File: src/rtl/raw_serial_pkg.sv
// Shared types and constants for the raw serial receiver.
// Build option: RAW_SERIAL_RX_PARITY_EN adds an even-parity bit and a PARITY state.
package raw_serial_pkg;

    localparam int DEFAULT_CLKS_PER_BIT = 104;
    localparam int DATA_BITS = 8;

    typedef enum logic [2:0] {
        IDLE,
        START,
        DATA,
`ifdef RAW_SERIAL_RX_PARITY_EN
        PARITY,
`endif
        STOP,
        WAIT_HIGH
    } rx_state_e;

endpackage

File: src/rtl/raw_serial_sync.sv
// Two-flop synchronizer for the asynchronous serial line.
// Flops reset high so an idle line never looks like a start bit.
module raw_serial_sync (
    input  logic clk,
    input  logic rst_n,
    input  logic d,
    output logic q
);

    logic meta;

    always_ff @(posedge clk or negedge rst_n) begin
        if (!rst_n) begin
            meta <= 1'b1;
            q    <= 1'b1;
        end else begin
            meta <= d;
            q    <= meta;
        end
    end

endmodule

File: src/rtl/raw_serial_rx.sv
// 8N1 serial receiver with a one-byte holding register and drop-on-full.
// Build option: RAW_SERIAL_RX_PARITY_EN enables even parity checking.
module raw_serial_rx
    import raw_serial_pkg::*;
#(
    parameter int CLKS_PER_BIT = DEFAULT_CLKS_PER_BIT
) (
    input  logic       clk,
    input  logic       rst_n,
    input  logic       rxd,
    output logic [7:0] rx_data,
    output logic       rx_valid,
    input  logic       rx_ready,
    output logic       frame_err,
    output logic       overrun,
    output logic       parity_err
);

    localparam logic [7:0] HALF = 8'(CLKS_PER_BIT / 2);
    localparam logic [7:0] LAST = 8'(CLKS_PER_BIT - 1);
    localparam logic [2:0] LAST_BIT = 3'(DATA_BITS - 1);

    logic       rxs;
    rx_state_e  state_q, state_d;
    logic [7:0] cnt_q, cnt_d;
    logic [2:0] bit_q, bit_d;
    logic [7:0] sh_q, sh_d;
    logic       done, ferr_d, perr_d;
`ifdef RAW_SERIAL_RX_PARITY_EN
    logic       par_q, par_d;
`endif

    raw_serial_sync u_sync (
        .clk   (clk),
        .rst_n (rst_n),
        .d     (rxd),
        .q     (rxs)
    );

    always_comb begin
        state_d = state_q;
        cnt_d   = cnt_q;
        bit_d   = bit_q;
        sh_d    = sh_q;
        done    = 1'b0;
        ferr_d  = 1'b0;
        perr_d  = 1'b0;
`ifdef RAW_SERIAL_RX_PARITY_EN
        par_d   = par_q;
`endif
        unique case (state_q)
            IDLE: begin
                cnt_d = '0;
                bit_d = '0;
                if (!rxs) state_d = START;
            end
            START: begin
                if (cnt_q == HALF) begin
                    cnt_d   = '0;
                    state_d = rxs ? IDLE : DATA;
                end else begin
                    cnt_d = cnt_q + 8'd1;
                end
            end
            DATA: begin
                if (cnt_q == LAST) begin
                    cnt_d = '0;
                    sh_d  = {rxs, sh_q[7:1]};
                    bit_d = bit_q + 3'd1;
`ifdef RAW_SERIAL_RX_PARITY_EN
                    if (bit_q == LAST_BIT) state_d = PARITY;
`else
                    if (bit_q == LAST_BIT) state_d = STOP;
`endif
                end else begin
                    cnt_d = cnt_q + 8'd1;
                end
            end
`ifdef RAW_SERIAL_RX_PARITY_EN
            PARITY: begin
                if (cnt_q == LAST) begin
                    cnt_d   = '0;
                    par_d   = rxs;
                    state_d = STOP;
                end else begin
                    cnt_d = cnt_q + 8'd1;
                end
            end
`endif
            STOP: begin
                if (cnt_q == LAST) begin
                    cnt_d = '0;
`ifdef RAW_SERIAL_RX_PARITY_EN
                    perr_d = ^{sh_q, par_q};
`endif
                    // a low stop bit means the line may be in break; wait it out
                    if (!rxs) begin
                        ferr_d  = 1'b1;
                        state_d = WAIT_HIGH;
                    end else begin
                        done    = !perr_d;
                        state_d = IDLE;
                    end
                end else begin
                    cnt_d = cnt_q + 8'd1;
                end
            end
            WAIT_HIGH: begin
                if (rxs) state_d = IDLE;
            end
            default: state_d = IDLE;
        endcase
    end

    always_ff @(posedge clk or negedge rst_n) begin
        if (!rst_n) begin
            state_q <= IDLE;
            cnt_q   <= '0;
            bit_q   <= '0;
            sh_q    <= '0;
`ifdef RAW_SERIAL_RX_PARITY_EN
            par_q   <= 1'b0;
`endif
        end else begin
            state_q <= state_d;
            cnt_q   <= cnt_d;
            bit_q   <= bit_d;
            sh_q    <= sh_d;
`ifdef RAW_SERIAL_RX_PARITY_EN
            par_q   <= par_d;
`endif
        end
    end

    logic blocked;
    assign blocked = rx_valid && !rx_ready;

    always_ff @(posedge clk or negedge rst_n) begin
        if (!rst_n) begin
            rx_data   <= '0;
            rx_valid  <= 1'b0;
            frame_err <= 1'b0;
            overrun   <= 1'b0;
        end else begin
            frame_err <= ferr_d;
            overrun   <= done && blocked;
            if (done && !blocked) begin
                rx_data  <= sh_q;
                rx_valid <= 1'b1;
            end else if (rx_valid && rx_ready) begin
                rx_valid <= 1'b0;
            end
        end
    end

`ifdef RAW_SERIAL_RX_PARITY_EN
    logic perr_q;

    always_ff @(posedge clk or negedge rst_n) begin
        if (!rst_n) perr_q <= 1'b0;
        else        perr_q <= perr_d;
    end

    assign parity_err = perr_q;
`else
    assign parity_err = 1'b0;
`endif

endmodule

File: config.mk
export PLATFORM = sky130hd
export DESIGN_NAME = raw_serial_rx
export DESIGN_NICKNAME = d
export VERILOG_FILES = /design/src/rtl/raw_serial_pkg.sv /design/src/rtl/raw_serial_sync.sv /design/src/rtl/raw_serial_rx.sv
export SDC_FILE = /design/constraint.sdc
export NUM_CORES = 1
export LEC_CHECK = 0
export CORE_UTILIZATION = 35
export DETAILED_ROUTE_END_ITERATION = 16
export PLACE_DENSITY = 0.52
export SYNTH_ARGS = -nofsm -noshare
export SYNTH_HDL_FRONTEND = slang
export SYNTH_HIERARCHICAL = 1
export SYNTH_SLANG_ARGS = --single-unit
File: constraint.sdc
create_clock -name clk -period 3.8 [get_ports clk]
set_input_delay 0.76 -clock clk [delete_from_list [all_inputs] [get_ports clk]]
set_output_delay 0.76 -clock clk [all_outputs]
set_load 0.01 [all_outputs]
==> results of run 1 <==
==> logic make-up after synthesis <==
group	after synthesis	synth area share
fa+ha+maj	4	0.0310
other cells	1	0.00232
compound gates	19	0.0837
mux	18	0.143
flops	35	0.544
xor+xnor	3	0.0163
simple gates	41	0.150
buf+inv	9	0.0287
==> layer usage <==
| metal | vias to the layer above | global-route usage |
|---|---|---|
| met5 | - | 0 |
| met4 | 0 | 0.0533 |
| met3 | 6 | 0.0447 |
| met2 | 24 | 0.205 |
| met1 | 505 | 0.161 |
| li1 | 485 | - |
==> through the flow <==
step	instance area, µm²	utilization	instances
final	1880	0.430	199
after global routing	1880	0.430	199
after floorplan	1610	-	130
after CTS	1880	0.430	199
after global placement	1800	0.410	192
after detailed placement	1800	0.410	192
==> registers in the layout, summed over array words and instances, names as in the netlist <==
register and cells:
bit_q 3, cnt_q 8, frame_err 1, overrun 1
rx_data 8, rx_valid 1, sh_q 8, state_q 3
u_sync/meta 1, u_sync/q 1
==> worst max-delay path, stage by stage (launching register included) <==
cell,delay (ns)
dfrtp_1,0.39
ha_1,0.23
nor2b_1,0.18
nand4_1,0.25
a32o_1,0.47
a21o_1,0.20
a22o_1,0.17
==> cells in the final DEF (no fill, tap or decap), types with 2 or more instances in the layout <==
cell type,synthesis,layout
nand3_1,4,4
clkbuf_8,0,6
mux2_4,8,8
a21oi_1,4,4
dfrtp_1,33,33
a22o_1,7,7
ha_1,4,4
nand2_1,8,8
dfstp_2,2,2
xnor2_1,2,2
nor2b_1,3,3
mux2_2,9,9
nand4_1,3,3
o21ai_0,4,4
clkdlybuf4s50_1,0,14
inv_1,4,4
nor2_1,12,12
==> final cells by class <==
type	instances	area (µm²)
fillers	415	2500
flip-flops and latches	35	878
multi-input cells	86	689
repair buffers	15	148
clock buffers	6	82.6
well taps	52	65.1
inverters	4	15.0
clock inverters	1	5.00
==> worst paths after layout <==
check | startpoint | end | slack (ns) | depth (start not counted)
worst max register to register | cnt_q[0]$_DFFE_PN0P_ | cnt_q[7]$_DFFE_PN0P_ | 1.80 | 6
worst max-delay path | cnt_q[0]$_DFFE_PN0P_ | cnt_q[7]$_DFFE_PN0P_ | 1.80 | 6
min in group asynchronous | rst_n | sh_q[0]$_DFFE_PN0P_ | 0.89 | 2
worst min register to register | u_sync/meta$_DFF_PN1_ | u_sync/q$_DFF_PN1_ | 0.36 | 0
worst min-delay path | u_sync/meta$_DFF_PN1_ | u_sync/q$_DFF_PN1_ | 0.36 | 0
max in group asynchronous | rst_n | u_sync/meta$_DFF_PN1_ | 2.56 | 2
==> power by group <==
part	leakage, nW	switching [mW]	internal, mW
sequential	0.467	0.00124	0.374
combinational	0.403	0.00824	0.00389
clock	0.0470	0.125	0.142
total	0.918	0.135	0.520
==> results.ini, run 1 <==
[run_status]
status=completed

[yosys]
async_flop_share=1.00
ys.flop_type=dfrtp_1
synth-seq-area-share=0.544
yosys_warnings=6
synthCells=130
yosysMostFrequentCell=dfrtp_1
yosys-top-cells-area=dfrtp_1 (51%), mux2_4 (7.4%), mux2_2 (6.3%)
synth_cell_type_count=37
synth_area_mm2=0.00161
synth_edf_count=0
synth_top_cell_by_area=dfrtp_1
ys_ff_latch=35
mappedNetlistNets=138
synth_top_area_frac=0.512
synth_commonest_cells=dfrtp_1 (33), nor2_1 (12), mux2_2 (9)
syn_area_per_cell_um2=12.4

[cts]
clk_latency_ns=0.28
h-tree-depth=2
cts.path.max_buffers=2
cts_made_buffers=5
clkTransAtPathRegs_ns=0.07
cts_tree=yes
holdBufCountCts=0
clock-root-buffer=clkbuf_8
clock_sinks=35
post_cts_buffers=0
cts_resized=0

[drt]
route.met3.wl_um=126
wl_per_cell_um=13.6
wirelength_um=2700
highest_layer=met4
vias=1020
drt_iter0_drc=89
wl_met1_um=1200
first_pass_iters=4
ant_nets=0
drc=0
dr_wl_met2_um=1330
vias_per_cell=5.13

[sta]
setup_slack_ns=1.80
hold_violations=0
finalSetupTns_ns=0
whs_ns=0.359
timing.final.crit_period_ns=2.00
fin_skew_ns=0.00530
rsz0062_at_grt=no
fmax_mhz=501
min_period_over_period=0.526
setup_viol_count_final=0
finalMaxSlewViolations=0

[power_and_ir_drop]
p_leak_nw=0.918
ir_worst_vdd_mv=0.216
cellPowerDensity_mw_per_mm2=348
power.total_mw=0.655

[placement]
gp_congestion=0.758
hpwl_um=1870
port_buffers=14
dp_slack_ns=1.73

[global_routing]
grt_pass1_vias=1037
grt_start_max_net_pins=36
grt_usage=0.129
antenna_found_initial=0
grt_pass1_wl_um=4910
grt_overflow=0

[floorplanning]
die_h_um=69.9
rows=24
io_pins=16
die_w_um=69.9
start_util=0.368
core_area_mm2=0.00438
dieArea_mm2=0.00489

[finish]
drive_above_1_share=0.218
fin_nets=155
syn2layout_area_growth_pct=16.7
n_antenna_cell=0

[worst_setup_path]
end_kind=register
path_max_fanout=11
worst_setup_path_start_kind=register
required_ns=3.97
crit_type=register to register
worstPathArrival_ns=2.16

[hold_path]
min_path_type=register to register

[job]
max-cap-violations=0

Power figures use the tool's default switching activity.
==> inputs of run 2 (changes only) <==
- clock period: 3.8 -> 2 ns (I/O delays scaled with it)
==> run 2 against run 1 <==
Compared with the run above: worst hold slack about the same; non-clock buffer count up 7; clock skew up 0.0035 ns; via count up 0.69%; critical path depth unchanged; power up 92%; combinational power up 94%; critical endpoint is now rx_data[2]$_DFFE_PN0P_; utilization up 1.3 points; first-iteration DRC count down 75%; clock power up 96%; sequential share of layout area down 1.4 points.
==> results.ini, run 2 (synthesis results as in run 1) <==
[run_status]
status=completed

[finish]
fillers=402  ; -3.1%
syn2layout_area_growth_pct=20.2
final_common_cell=dfrtp_1
stdcell_area_mm2=0.00194  ; +3.1%
drive_above_1_share=0.258  ; +0.0404
reg_top3=cnt_q: 8 flops, rx_data: 8 flops, sh_q: 8 flops
n_antenna_cell=0  ; unchanged
fin_nets=162  ; +4.5%
final_cell_mix=dfrtp_1 (33), clkdlybuf4s50_1 (14), nor2_1 (12)

[hold_path]
worstHoldEndpoint=u_sync/q$_DFF_PN1_
min_path_type=register to register
worstHoldPathCells=0  ; unchanged
hold_start=u_sync/meta$_DFF_PN1_

[drt]
vias_per_cell=4.96  ; -3.2%
first_pass_iters=4  ; unchanged
drc=0  ; unchanged
wirelength_um=2810  ; +4.0%
ant_nets=0  ; unchanged
wl_per_cell_um=13.6  ; about the same
vias=1027  ; +0.69%
drt_iter0_drc=22  ; -75%

[power_and_ir_drop]
p_seq_frac=0.566  ; -0.007
clkPwrFrac=0.415  ; +0.007
p_sw_mw=0.265  ; +96%
p_int_mw=0.996  ; +91%
p_leak_nw=0.953  ; +3.8%
cellPowerDensity_mw_per_mm2=650  ; +87%
pwr-share-comb=0.019  ; about the same
p_sw_frac=0.210  ; +0.00407
ir_worst_vdd_mv=0.268  ; +24%

[floorplanning]
io_pins=16  ; unchanged
dieArea_mm2=0.00489  ; unchanged
start_util=0.368  ; unchanged
die_w_um=69.9  ; unchanged
core_area_mm2=0.00438  ; unchanged
rows=24  ; unchanged
die_h_um=69.9  ; unchanged

[sta]
finalSetupTns_ns=0  ; unchanged
fin_skew_ns=0.00883  ; +0.00353 ns
setup_viol_count_final=0  ; unchanged
timing.final.crit_period_ns=1.84  ; -0.158 ns
fmax_mhz=544  ; +8.6%
rsz0062_at_grt=no
min_period_over_period=0.920  ; +0.394
finalMaxSlewViolations=0  ; unchanged
hold_violations=0  ; unchanged

[cts]
clock-root-buffer=clkbuf_8
cts_tree=yes
cts.path.max_buffers=2  ; unchanged
clock_sinks=35  ; unchanged
h-tree-depth=2  ; unchanged
post_cts_buffers=0  ; unchanged
clkTransAtPathRegs_ns=0.06  ; about the same
cts_resized=0  ; unchanged
holdBufCountCts=0  ; unchanged
clk_latency_ns=0.28  ; about the same
cts_made_buffers=5  ; unchanged

[worst_setup_path]
crit_family=simple AND/OR/NAND/NOR gates
path_max_fanout=8  ; -3
rr_endpoint=rx_data[2]$_DFFE_PN0P_
worst_path_max_delay_cell=dfrtp_1
worst_setup_path_start_kind=register
r2r_slack_ns=0.16  ; -1.64 ns
r2r-start=cnt_q[0]$_DFFE_PN0P_
rr_worst_depth=6  ; unchanged
path_depth=6  ; unchanged
slowest_delay_ns=0.38  ; -0.09 ns
path_cells=ha_1, nor2b_1, and4_4, nand4_4, nand2b_4, mux2_4
required_ns=2.16  ; -1.81 ns
worstPathArrival_ns=2.00  ; -0.16 ns
crit_type=register to register
crit_buf_inv=0  ; unchanged
end_kind=register

[global_routing]
grt_overflow=0  ; unchanged
grt_start_max_net_pins=36  ; unchanged
antenna_found_initial=0  ; unchanged
grt_usage=0.130  ; +0.000886
grt_pass1_wl_um=4970  ; +1.3%
grt_pass1_vias=1086  ; +4.7%

[job]
max-cap-violations=0  ; unchanged

[placement]
hpwl_um=1980  ; +5.8%
port_buffers=14  ; unchanged
dpl_cell_area_mm2=0.00185  ; +2.9%
gp_congestion=0.771  ; +1.7%

## run 2: changes by cell type in the layout (fill, tap and decap cells not counted), sizes merged
| cell | delta |
|---|---|
| buf | +7 |
| clkbuf | +1 |
## run 2: routing by layer
metal | routed length [µm] | vias up | part of all wire | global-route usage
met3 | 90 | 2 | 0.032 | 0.0317
li1 | - | 505 | - | -
met4 | 17 | 0 | 0.0060 | 0.0533
met2 | 1350 | 15 | 0.48 | 0.219
met5 | 0 | - | 0 | 0
met1 | 1360 | 505 | 0.48 | 0.160
## run 2: power groups by stage
stage                     Sequential [mW]  Combinational, mW  Clock [mW]
after floorplan                     0.727            0.00416           0
after global placement              0.728             0.0239           0
after detailed placement            0.728             0.0247           0
after CTS                           0.714             0.0248       0.544
after global routing                0.714             0.0274       0.577
final                               0.714             0.0235       0.524
## run 2: area by class of cell
cell class	count	area, µm²	share of cell area
well taps	52	65.1	0.0335
clock inverters	1	5.00	0.00258
repair buffers	22	200	0.103
multi-input cells	86	691	0.356
inverters	4	15.0	0.00774
clock buffers	7	86.3	0.0445
flip-flops and latches	35	878	0.453
## run 2: worst max path at each step
stage                              start                      to  slack (ns)
floorplan           cnt_q[0]$_DFFE_PN0P_  rx_data[0]$_DFFE_PN0P_        0.23
global placement    cnt_q[0]$_DFFE_PN0P_  state_q[0]$_DFFE_PN0P_        0.18
detailed placement  cnt_q[0]$_DFFE_PN0P_  rx_data[2]$_DFFE_PN0P_        0.16
CTS                 cnt_q[0]$_DFFE_PN0P_  rx_data[2]$_DFFE_PN0P_        0.16
global route        cnt_q[1]$_DFFE_PN0P_  rx_data[2]$_DFFE_PN0P_        0.03
finish              cnt_q[0]$_DFFE_PN0P_  rx_data[2]$_DFFE_PN0P_        0.16
## run 2: through the flow
step | instances | worst slack (ns) | total power [mW] | hold WS, ns | util
2_1_floorplan | 130 | 0.227 | 0.731 | 0.104 | -
3_3_place_gp | 199 | 0.182 | 0.751 | 0.347 | 0.422
3_5_place_dp | 199 | 0.164 | 0.752 | 0.354 | 0.422
4_1_cts | 207 | 0.155 | 1.28 | 0.361 | 0.442
5_1_grt | 207 | 0.0275 | 1.32 | 0.369 | 0.443
6_report | 207 | 0.161 | 1.26 | 0.358 | 0.443
==> variant 1: new RTL, flow settings as in run 2 <==
Encoding of `rx_state_e`: now Gray code (3 bits for 5 states).
--- a/src/rtl/raw_serial_pkg.sv
+++ b/src/rtl/raw_serial_pkg.sv
@@ -8,5 +8,5 @@
     typedef enum logic [2:0] {
-        IDLE,
-        START,
-        DATA,
+        IDLE      = 3'b000,
+        START     = 3'b001,
+        DATA      = 3'b011,
 `ifdef RAW_SERIAL_RX_PARITY_EN
@@ -14,4 +14,4 @@
 `endif
-        STOP,
-        WAIT_HIGH
+        STOP      = 3'b010,
+        WAIT_HIGH = 3'b110
     } rx_state_e;
Function: no difference found for any inputs over 10 cycles, from zero or initial values and one cycle with rst_n low; not proved beyond that.
==> variant 1 against run 2 <==
- area after synthesis is 0.23% higher
- final area is 2.8% higher
- hold slack worse by 0.0020 ns
- sequential cell count unchanged
- count of clock-buffer cells in the layout decreased by 2
- via count grew 11%
- clock power fell by 6.9%
- routed wire length rose by 12%
- total power shrank 3.0%
- final cell count up 4.8%
- global-route usage rose by 1.7 points
- worst setup slack better by 0.010 ns
- die area increased by 0.21%
- largest power group unchanged
==> variant 1: results (changes against run 2) <==
- Mapped Nets: 142, was 138
- Commonest cells post-synth: dfrtp_1, mux2_2, nand2_1, nor2_1, was dfrtp_1, nor2_1, mux2_2, mux2_4, nand2_1
- met2 layer wire length in the routed design: 1450 um, was 1350 um
- total global routing track utilization: 0.147, was 0.130
- fillcell total: 413, was 402
- number of non-clock buffers in the layout: 27, was 22
- critical register-to-register path endpoint: rx_data[5], was rx_data[2]
- share of final layout cell area taken by non-clock buffers: 0.125, was 0.103
- post-layout total power: 1.22 mW, was 1.26 mW
- inverter count of the layout excluding clock inverters: 6, was 4
- multi-input logic portion of the cell area: 0.349, was 0.356
- Setup Skew: 0.00395 ns, was 0.00883 ns
- clock-cell share of area: 0.0420, was 0.0471
- run status: finished, final reports clean, unchanged
- Post-layout nets: 172, was 162
- leakage power summed over all cells: 0.909 nW, was 0.953 nW
- number of library cell types mapped by synthesis: 34, was 37
- half-perimeter wire length after placement: 2290 um, was 1980 um
- maximum VDD drop: 0.000471 V, was 0.000268 V
- Critical R2R Launch: cnt_q[1], was cnt_q[0]
- number of sequential storage elements: 35, unchanged
- metal1 wirelength: 1560 um, was 1360 um
- via count: 1139, was 1027
- setup slack after placement: 0.184 ns, was 0.164 ns
- cell types occupying the most area after synthesis: dfrtp_1, mux2_2, a32o_1, was dfrtp_1, mux2_4, mux2_2
- weighted congestion at the end of routability-driven global placement: 0.804, was 0.771
- post-layout worst setup margin: 0.171 ns, was 0.161 ns
-- variant 1: cell types whose count changed after synthesis, sizes merged, moves of 3 or more --
cell and change:
a22o -7, a32o +5, nor2 -5, nor3 +5
nand2 +3, nand4 -3
-- variant 1: worst max-delay path, cell delays in order (launching register included) --
cell and delay, ns:
dfrtp_1 0.36, ha_1 0.19, and4b_1 0.30, nand4_4 0.13, nor3b_4 0.25, buf_12 0.15
mux2_2 0.32
-- variant 1: per-layer routing --
| layer | global-route usage | vias up |
|---|---|---|
| met1 | 0.204 | 570 |
| li1 | - | 545 |
| met2 | 0.228 | 20 |
| met4 | 0.0400 | 0 |
| met5 | 0 | - |
| met3 | 0.0390 | 4 |
-- variant 1: through the flow --
| step | hold WS, ns | std cells | instance area [um2] |
|---|---|---|---|
| global placement | 0.346 | 209 | 1910 |
| finish | 0.357 | 217 | 2000 |
| CTS | 0.358 | 217 | 2000 |
| floorplan | 0.104 | 134 | 1620 |
| detailed placement | 0.347 | 209 | 1910 |
| global route | 0.367 | 217 | 2000 |
-- variant 1: kinds of logic (layout without fill, tap and decap cells) --
logic type                 Yosys count  in the layout  share of synthesized area
AOI/OAI and AO/OA                   22             22                      0.101
other                                1              1                    0.00232
muxes                               17             17                      0.118
and+or+nand+nor                     42             42                      0.162
xor gates and xnor gates             3              3                     0.0162
DFF                                 35             35                      0.543
buffers and inverters               10             41                     0.0271
adders and majority gates            4              4                     0.0309
-- variant 1: report_power, final --
group / total (mW) / switching [mW] / internal, mW
sequential: 0.713 / 0.00161 / 0.711
combinational: 0.0221 / 0.0153 / 0.00677
clock: 0.488 / 0.250 / 0.238
total: 1.22 / 0.267 / 0.956
==> variant 2: new RTL, settings of run 2 <==
Without the edit above. Build with the macro `RAW_SERIAL_RX_PARITY_EN` defined.
--- a/src/rtl/raw_serial_pkg.sv
+++ b/src/rtl/raw_serial_pkg.sv
@@ -2,2 +2,4 @@
 // Build option: RAW_SERIAL_RX_PARITY_EN adds an even-parity bit and a PARITY state.
+`define RAW_SERIAL_RX_PARITY_EN
+
 package raw_serial_pkg;
Check against the original RTL: same outputs for any inputs over 10 cycles, from zero or initial values and one cycle with rst_n low; that may be too few to reach the edited logic, so the function may still have changed.
==> variant 2 against run 2 <==
- the run now ends with negative setup slack left
- routed wire length is 30% higher
- via count is 23% higher
- area after synthesis is 11% higher
- total power is 10% higher
- final area is 20% higher
- sequential power is 5.7% higher
- worst setup slack worse by 0.27 ns
- sequential cell count is 2 higher
- critical path type unchanged
- largest power group unchanged
==> variant 2: results (changes against run 2) <==
- wire length of the first global-routing pass: 6020 um, was 4970 um
- wire length after detailed routing: 3650 um, was 2810 um
- number of vias per cell: 4.91, was 4.96
- placed cell areas: 2150 um2, was 1850 um2
- run status: finished, violations left, was finished, final reports clean
- fraction of layout instances using a drive strength above 1: 0.340, was 0.258
- Adder-Cell Fraction of Synth Area: 0.0281, was 0.0310
- clock transition at the registers of the reported paths: 0.08 ns, was 0.06 ns
- portion of the post-synthesis area used by sequential elements: 0.520, was 0.544
- input/output buffers: 15, was 14
- data arrival time of the critical path: 2.28 ns, was 2.00 ns
- cell count of the worst reg-to-reg path: 5, was 6
- half-perimeter wire length after placement: 2580 um, was 1980 um
- number of library cell types mapped by synthesis: 41, was 37
- Post-layout nets: 199, was 162
- Commonest cells post-synth: dfrtp_1, mux2_2, nand2_1, nor2_1, o21ai_0, was dfrtp_1, nor2_1, mux2_2, mux2_4, nand2_1
- leakage power summed over all cells: 1.10 nW, was 0.953 nW
- failing checks: negative setup slack
- proportion of total power due to net switching: 0.196, was 0.210
- setup slack after placement: -0.188 ns, was 0.164 ns
- weighted congestion at the end of routability-driven global placement: 0.809, was 0.771
- post-layout worst setup margin: -0.108 ns, was 0.161 ns
- total global routing track utilization: 0.152, was 0.130
- worst hold-check path type: input port to asynchronous set/reset pin, was register to register
- cell types occupying the most area after synthesis: dfrtp_1, mux2_2, dfstp_2, was dfrtp_1, mux2_4, mux2_2
- pin count of the biggest net entering global routing: 38, was 36
- count of final setup violators: 15, was 0
==> variant 2: cell types whose count changed in the layout (fill, tap and decap cells not counted), sizes merged, moves of 3 or more <==
| cell | delta |
|---|---|
| buf | +17 |
| nor3 | +5 |
| xnor2 | +4 |
| o21ai | +3 |
| xor2 | +3 |
==> variant 2: cell families (layout without fill, tap and decap cells) <==
family | count (synthesis) | after routing
AOI/OAI and AO/OA | 28 | 28
and+or+nand+nor | 43 | 43
xor gates and xnor gates | 11 | 11
adders and majority gates | 4 | 4
muxes | 18 | 18
buffers and inverters | 10 | 50
DFF | 37 | 37
==> variant 2: worst max path at each step <==
stage / start / to / slack [ns]
after global placement: cnt_q[7] / sh_q[6] / -0.16
after detailed placement: cnt_q[7] / sh_q[4] / -0.19
after global routing: cnt_q[7] / sh_q[5] / -0.16
after CTS: cnt_q[7] / sh_q[3] / -0.11
final: cnt_q[7] / sh_q[4] / -0.11
after floorplan: cnt_q[3] / sh_q[0] / -0.24
==> variant 2: metrics by stage <==
step,power (mW),utilization
4_1_cts,1.42,0.469
3_3_place_gp,0.793,0.445
6_report,1.39,0.482
3_5_place_dp,0.793,0.445
5_1_grt,1.44,0.482
2_1_floorplan,0.771,-
==> variant 2: cell type report <==
| type | count | area (um2) | share of cell area |
|---|---|---|---|
| sequential | 37 | 928 | 0.400 |
| multi-input combinational | 104 | 851 | 0.366 |
| timing repair buffer | 39 | 342 | 0.147 |
| tap | 67 | 83.8 | 0.0361 |
| clock buffer | 5 | 68.8 | 0.0296 |
| clock inverter | 2 | 35.0 | 0.0151 |
| inverter | 4 | 15.0 | 0.00646 |
==> variant 2: layer usage <==
| layer | share of wire | vias to the layer above | GRT usage |
|---|---|---|---|
| met5 | 0 | - | 0 |
| met4 | 0.019 | 0 | 0.0940 |
| met3 | 0.043 | 6 | 0.0357 |
| met2 | 0.47 | 29 | 0.241 |
| met1 | 0.47 | 615 | 0.187 |
| li1 | - | 617 | - |
==> variant 2: what timing repair did <==
action	4_1_cts	5_1_grt
resized for setup	3	9
cloned	0	0
pin swaps	0	1
endpoints found under the setup margin	15	24
setup buffers	0	4
==> variant 2: power by group through the flow <==
| stage | clock network, mW | logic, mW | registers, mW |
|---|---|---|---|
| 6_report | 0.616 | 0.0220 | 0.755 |
| 5_1_grt | 0.663 | 0.0262 | 0.755 |
| 4_1_cts | 0.640 | 0.0238 | 0.755 |
| 3_5_place_dp | 0 | 0.0236 | 0.769 |
| 3_3_place_gp | 0 | 0.0236 | 0.769 |
| 2_1_floorplan | 0 | 0.00427 | 0.766 |
